## src/rtl/dec_pkg.sv

```systemverilog
// Decode-stage constants: opcode map, immediate-mode encodings and the
// opcode classification helpers shared by the decode pipeline stage.
package dec_pkg;

  localparam int unsigned OPW   = 6;
  localparam int unsigned IMMW  = 16;
  localparam int unsigned INSTW = 32;

  localparam logic [OPW-1:0] OP_BEQ  = 6'b000000;
  localparam logic [OPW-1:0] OP_BNE  = 6'b000001;
  localparam logic [OPW-1:0] OP_LW   = 6'b000011;
  localparam logic [OPW-1:0] OP_SW   = 6'b000111;
  localparam logic [OPW-1:0] OP_LB   = 6'b001111;
  localparam logic [OPW-1:0] OP_SB   = 6'b011111;
  localparam logic [OPW-1:0] OP_SLTI = 6'b110000;
  localparam logic [OPW-1:0] OP_ANDI = 6'b110010;
  localparam logic [OPW-1:0] OP_ORI  = 6'b110011;
  localparam logic [OPW-1:0] OP_ADDI = 6'b111000;
  localparam logic [OPW-1:0] OP_LUI  = 6'b111001;
  localparam logic [OPW-1:0] OP_JMP  = 6'b111111;

  typedef enum logic [1:0] {
    IMM_ZEXT     = 2'd0,
    IMM_SEXT     = 2'd1,
    IMM_SEXT_SH2 = 2'd2,
    IMM_HI16     = 2'd3
  } imm_mode_e;

  function automatic imm_mode_e imm_mode(input logic [OPW-1:0] op);
    imm_mode_e m;
    case (op)
      OP_ADDI, OP_SLTI, OP_LW, OP_SW, OP_LB, OP_SB: m = IMM_SEXT;
      OP_ANDI, OP_ORI:                              m = IMM_ZEXT;
      OP_JMP, OP_BEQ, OP_BNE:                       m = IMM_SEXT_SH2;
      OP_LUI:                                       m = IMM_HI16;
      default:                                      m = IMM_ZEXT;
    endcase
    return m;
  endfunction

  // Branches and stores compare/store the rd register, so port B reads rd.
  function automatic logic b_sel_rd(input logic [OPW-1:0] op);
    return (op == OP_BEQ) || (op == OP_BNE) || (op == OP_SW) || (op == OP_SB);
  endfunction

  function automatic logic is_load_op(input logic [OPW-1:0] op);
    return (op == OP_LW) || (op == OP_LB);
  endfunction

endpackage

```

## src/rtl/regfile_p.sv

```systemverilog
// Two-read/one-write register file with r0 hardwired to zero and
// same-cycle write-through to both read ports.
module regfile_p #(
  parameter int unsigned DATAW = 32,
  parameter int unsigned NREGS = 32,
  localparam int unsigned AW = $clog2(NREGS)
) (
  input  logic             clk,
  input  logic             rst,
  input  logic             wr_en,
  input  logic [AW-1:0]    wr_addr,
  input  logic [DATAW-1:0] wr_data,
  input  logic [AW-1:0]    rd_addr_a,
  output logic [DATAW-1:0] rd_data_a,
  input  logic [AW-1:0]    rd_addr_b,
  output logic [DATAW-1:0] rd_data_b
);

  logic [DATAW-1:0] regs [NREGS];
  logic             wr_hit;

  assign wr_hit = !rst && wr_en && (wr_addr != '0) && (32'(wr_addr) < NREGS);

  always_ff @(posedge clk) begin
    if (rst) begin
      for (int i = 0; i < int'(NREGS); i++) regs[i] <= '0;
    end else if (wr_hit) begin
      regs[wr_addr] <= wr_data;
    end
  end

  // Reads of r0 or out-of-range addresses return zero.
  always_comb begin
    rd_data_a = '0;
    if ((rd_addr_a != '0) && (32'(rd_addr_a) < NREGS)) begin
      if (wr_hit && (wr_addr == rd_addr_a)) rd_data_a = wr_data;
      else                                  rd_data_a = regs[rd_addr_a];
    end
  end

  always_comb begin
    rd_data_b = '0;
    if ((rd_addr_b != '0) && (32'(rd_addr_b) < NREGS)) begin
      if (wr_hit && (wr_addr == rd_addr_b)) rd_data_b = wr_data;
      else                                  rd_data_b = regs[rd_addr_b];
    end
  end

endmodule

```

## src/rtl/dec_pipe_stage.sv

```systemverilog
// Decode pipeline stage: register read, immediate generation, load-use
// hazard detection and a valid/ready output register.
module dec_pipe_stage
  import dec_pkg::*;
#(
  parameter int unsigned DATAW = 32,
  parameter int unsigned NREGS = 32,
  localparam int unsigned AW = $clog2(NREGS)
) (
  input  logic             clk,
  input  logic             rst,
  input  logic             in_valid,
  input  logic [31:0]      instr,
  output logic             in_ready,
  input  logic             wb_wren,
  input  logic [AW-1:0]    wb_addr,
  input  logic [DATAW-1:0] wb_data,
  output logic             out_valid,
  input  logic             out_ready,
  output logic [DATAW-1:0] rf_a,
  output logic [DATAW-1:0] rf_b,
  output logic [DATAW-1:0] immed,
  output logic [AW-1:0]    rd,
  output logic [OPW-1:0]   opcode,
  output logic             is_load
);

  localparam int unsigned XW = (DATAW > 32) ? DATAW : 32;

  if ((AW < 1) || (AW > 5)) begin : g_bad_aw
    $error("dec_pipe_stage: NREGS gives an address width outside 1..5");
  end

  logic [OPW-1:0]   in_op;
  logic [AW-1:0]    in_rs;
  logic [AW-1:0]    in_rd;
  logic [AW-1:0]    in_rt;
  logic [AW-1:0]    in_b;
  logic [IMMW-1:0]  in_imm;
  logic [XW-1:0]    imm_sext;
  logic [XW-1:0]    imm_x;
  logic [DATAW-1:0] rd_a;
  logic [DATAW-1:0] rd_b;
  logic             hazard;
  logic             load_en;
  logic             accept;

  assign in_op  = instr[31:26];
  assign in_rs  = AW'(instr[25:21]);
  assign in_rd  = AW'(instr[20:16]);
  assign in_rt  = AW'(instr[15:11]);
  assign in_imm = instr[15:0];
  assign in_b   = b_sel_rd(in_op) ? in_rd : in_rt;

  // Immediate is built at max(DATAW, 32) and then truncated to DATAW.
  always_comb begin
    imm_sext = {{(XW-IMMW){in_imm[IMMW-1]}}, in_imm};
    imm_x    = XW'(in_imm);
    case (imm_mode(in_op))
      IMM_SEXT:     imm_x = imm_sext;
      IMM_SEXT_SH2: imm_x = imm_sext << 2;
      IMM_HI16:     imm_x = XW'({in_imm, 16'h0000});
      default:      imm_x = XW'(in_imm);
    endcase
  end

  // Only a valid load can stall; a bubble has out_valid low and never does.
  assign hazard   = out_valid && is_load && (rd != '0) &&
                    ((rd == in_rs) || (rd == in_b));
  assign load_en  = !out_valid || out_ready;
  assign in_ready = !rst && load_en && !hazard;
  assign accept   = in_valid && in_ready;

  regfile_p #(
    .DATAW (DATAW),
    .NREGS (NREGS)
  ) u_regfile (
    .clk       (clk),
    .rst       (rst),
    .wr_en     (wb_wren),
    .wr_addr   (wb_addr),
    .wr_data   (wb_data),
    .rd_addr_a (in_rs),
    .rd_data_a (rd_a),
    .rd_addr_b (in_b),
    .rd_data_b (rd_b)
  );

  // Output register: loads a new bundle or a bubble whenever it may advance.
  always_ff @(posedge clk) begin
    if (rst) begin
      out_valid <= 1'b0;
      rf_a      <= '0;
      rf_b      <= '0;
      immed     <= '0;
      rd        <= '0;
      opcode    <= '0;
      is_load   <= 1'b0;
    end else if (load_en) begin
      out_valid <= accept;
      if (accept) begin
        rf_a    <= rd_a;
        rf_b    <= rd_b;
        immed   <= DATAW'(imm_x);
        rd      <= in_rd;
        opcode  <= in_op;
        is_load <= is_load_op(in_op);
      end
    end
  end

endmodule

```

## config.mk

```make
export PLATFORM = sky130hd
export DESIGN_NAME = dec_pipe_stage
export DESIGN_NICKNAME = d
export VERILOG_FILES = /design/src/rtl/dec_pkg.sv /design/src/rtl/regfile_p.sv /design/src/rtl/dec_pipe_stage.sv
export SDC_FILE = /design/constraint.sdc
export NUM_CORES = 2
export LEC_CHECK = 0
export CAP_MARGIN = 20
export CELL_PAD_IN_SITES_DETAIL_PLACEMENT = 1
export CELL_PAD_IN_SITES_GLOBAL_PLACEMENT = 2
export CORE_MARGIN = 3
export CORE_UTILIZATION = 40
export CTS_CLUSTER_SIZE = 24
export DETAILED_ROUTE_END_ITERATION = 7
export PLACE_DENSITY_LB_ADDON = 0.1
export SYNTH_ARGS = -nofsm -noshare
export SYNTH_HDL_FRONTEND = slang
export SYNTH_HIERARCHICAL = 1
export SYNTH_SLANG_ARGS = --single-unit
export TNS_END_PERCENT = 50
```

## constraint.sdc

```tcl
create_clock -name clk -period 4.2 [get_ports clk]
set_input_delay 0.42 -clock clk [delete_from_list [all_inputs] [get_ports clk]]
set_output_delay 0.42 -clock clk [all_outputs]
set_load 0.005 [all_outputs]
```

==> out/qor.csv <==
metric,value,unit
run status,finished clean,
Via density,6.43,
"flops & latches, synth",1133,
Rel. slew slack,15.5,%
WP data required,3780,ps
antenna violations before repair,35,
pwr dens,416,mW/mm^2
Worst Setup Start Kind,input port,
post-synthesis sequential area ratio,54.2,%
Async SR Flop Fraction,0,%
detailed-route DRC error count,0,
total CTS buffers,138,
post-DP HPWL,157000,um
Worst Path Max Fanout,5,
PortBufs,183,
"EDFF count, synth",1024,
routing usage on met3,6.49,%
Static Leak,0.0258,uW
Synth cell types,77,
die width,396,um
layout cells sized above 1,21.0,%
max-slew violation count,0,
crit path kind,input port to output pin,
Area Overhead vs Synth,17.4,%
Final WS setup,460,ps
CP dominant cell by count,clkdlybuf4s50_1,
Ys Warns,6,
initial core utilization,40.4,%
utilization after layout,47.4,%
drt wl/cell,38.8,um
RSZ-0062 raised after global routing,false,
endpoints failing hold,0,
Routed Antenna Nets,0,
CTS Sinks,1133,
Routed WL,266000,um
max incr delay on CP,510,ps
first-pass GRT wire length,362000,um
FMAX,267,MHz
io pins,184,
post-CTS setup buffers,0,
drt first pass iters,5,
skew final,33.5,ps
cells after synthesis,4482,
vias in the first global route,43749,
die area,0.157,sq mm
CTS max path bufs,3,
RD Place Congestion,0.846,
CP Data Arrival Time,3320,ps
Global Route met1 Usage,45.9,%
kind of cell with the highest combined delay on the critical path,simple AND/OR/NAND/NOR gates,
met2 Use GR,51.8,%
worst vdd ir,0.000449,V
grt ovf,0,
CTS Root Cell,clkbuf_16,
# rows,142,
Skew-Pair Late Insertion Delay,790,ps
H-tree depth,4,
Mean Syn Cell Area,13.6,sq um
final worst-path cycle share,89.1,%
post-cts hold buffer count,0,
CP max-delay cell,clkdlybuf4s50_1,
core area,0.150,sq mm
WP buf/inv,2,
"Primary FF master, synth",edfxtp_1,
worst hold path class,input port to flip-flop,
vias post-DR,44004,
Setup crit end kind,output pin,
NumNets Final,4767,
largest net degree at the start of global routing,108,
crit-path cells,clkdlybuf4s50_1 -> or2_1 -> a211oi_2 -> o21ai_0 -> and3_1 -> or4_4 -> o211ai_1 -> a21oi_1 -> clkdlybuf4s50_1,
Top Usage Layer GRT,met2,
final setup fails,0,
total power,29700,uW
PostCTS Resize Cnt,0,
Die Y,396,um
DR iter-0 viols,6008,
worst-margin pin slew,1260,ps
Setup WS pre-CTS,-63.0,ps
clk slew on worst S/H paths,60,ps
Max-Cap Viols,0,
CTS tree,built,
global-route usage over all layers,33.4,%
synthesized area,0.0607,sq mm
Final min period,3740,ps
[cells in the mapped netlist (all sizes together), types with 7 or more instances]
cell type | instances | area share [%]
nand3 | 10 | 0.091
o311a | 11 | 0.18
a21oi | 57 | 0.47
and2 | 932 | 9.6
o21ai | 72 | 0.59
nand2b | 38 | 0.39
a221o | 12 | 0.20
a22o | 11 | 0.16
nor2b | 111 | 1.1
nor3 | 123 | 1.0
a211o | 12 | 0.17
o21bai | 33 | 0.41
o22ai | 119 | 1.2
nor2 | 83 | 0.52
a2111oi | 31 | 0.69
a22oi | 42 | 0.52
mux4 | 300 | 11
xnor2 | 13 | 0.19
buf | 152 | 1.8
nand2 | 34 | 0.21
mux2 | 76 | 1.4
a221oi | 63 | 0.91
edfxtp | 1024 | 51
a211oi | 12 | 0.16
o221ai | 31 | 0.45
o22a | 7 | 0.10
a32o | 31 | 0.51
dfxtp | 109 | 3.6
or2 | 39 | 0.40
clkbuf | 318 | 2.0
mux2i | 495 | 8.2
[power breakdown]
group          switching (uW)  internal [uW]
Sequential                416          13000
Clock                    4920           7010
Combinational            2510           1850
Total                    7850          21800
[placed cells by master, fill, tap and decap left out, types with 77 or more instances in the layout]
cell type        synthesis  final
and2_1                 932    932
clkbuf_16                0    150
buf_4                   31    243
dfxtp_1                109    109
nor2b_1                111    109
edfxtp_1              1024   1024
mux4_2                 300    300
buf_12                   0     77
mux2i_1                495    495
nor3_1                 123    122
clkdlybuf4s50_1          0    177
o22ai_1                119    119
[per-layer routing]
layer	up-vias	wire (um)
li1	17513	-
met1	23174	107000
met2	2738	120000
met3	571	25800
met4	8	12400
met5	-	48
[metrics by stage]
stage	cell area [sq um]	setup TNS (ps)	std cells	hold WS, ps
2_1_floorplan	60900	0	4513	469
3_3_place_gp	66600	0	6562	462
3_5_place_dp	66600	-63.0	6562	467
4_1_cts	71100	0	6816	77.9
5_1_grt	71300	0	6825	111
6_report	71300	0	6844	141
[worst register-to-register path, cell delays in order (launching register included)]
cell     delay (ps)
dfxtp_1         480
a21oi_1          70
or4_4           580
o31ai_4         380
buf_12          270
buf_12          270
mux2_2          360
[flip-flops by register name (all words and copies together) (netlist names)]
signal,count
is_load,1
opcode,6
rf_b,32
out_valid,1
u_regfile/regs,1024
immed,32
rd,5
rf_a,32
[final timing paths]
kind                                             end      start  slack [ps]  cells after the start
worst max register to register              rf_a[18]      rd[0]        1670                      6
worst min register to register              immed[3]   immed[3]         470                      2
worst max-delay path                        in_ready  instr[27]         460                      9
worst min-delay path            u_regfile/regs[0][9]        rst         140                      1
[kinds of logic (layout without fill, tap and decap cells)]
kind of cell / after synthesis / after routing / synth area share [%]
AOI/OAI and AO/OA: 578 / 578 / 7.24
xor gates and xnor gates: 17 / 17 / 0.245
buffers and inverters: 477 / 771 / 3.78
DFF: 1133 / 1133 / 54.2
muxes: 871 / 871 / 20.7
other: 1 / 53 / 0.00617
and+or+nand+nor: 1405 / 1405 / 13.8
[layout make-up]
cell class / instances / area [sq um]
Antenna cell: 21 / 52.6
Clock buffer: 207 / 4080
Clock inverter: 47 / 374
Fill cell: 14854 / 79000
Inverter: 7 / 27.5
Multi-Input combinational cell: 2903 / 26000
Sequential cell: 1133 / 32900
Tap cell: 2016 / 2520
Timing Repair Buffer: 510 / 5360
No activity file was read; power rests on OpenSTA's default activity.
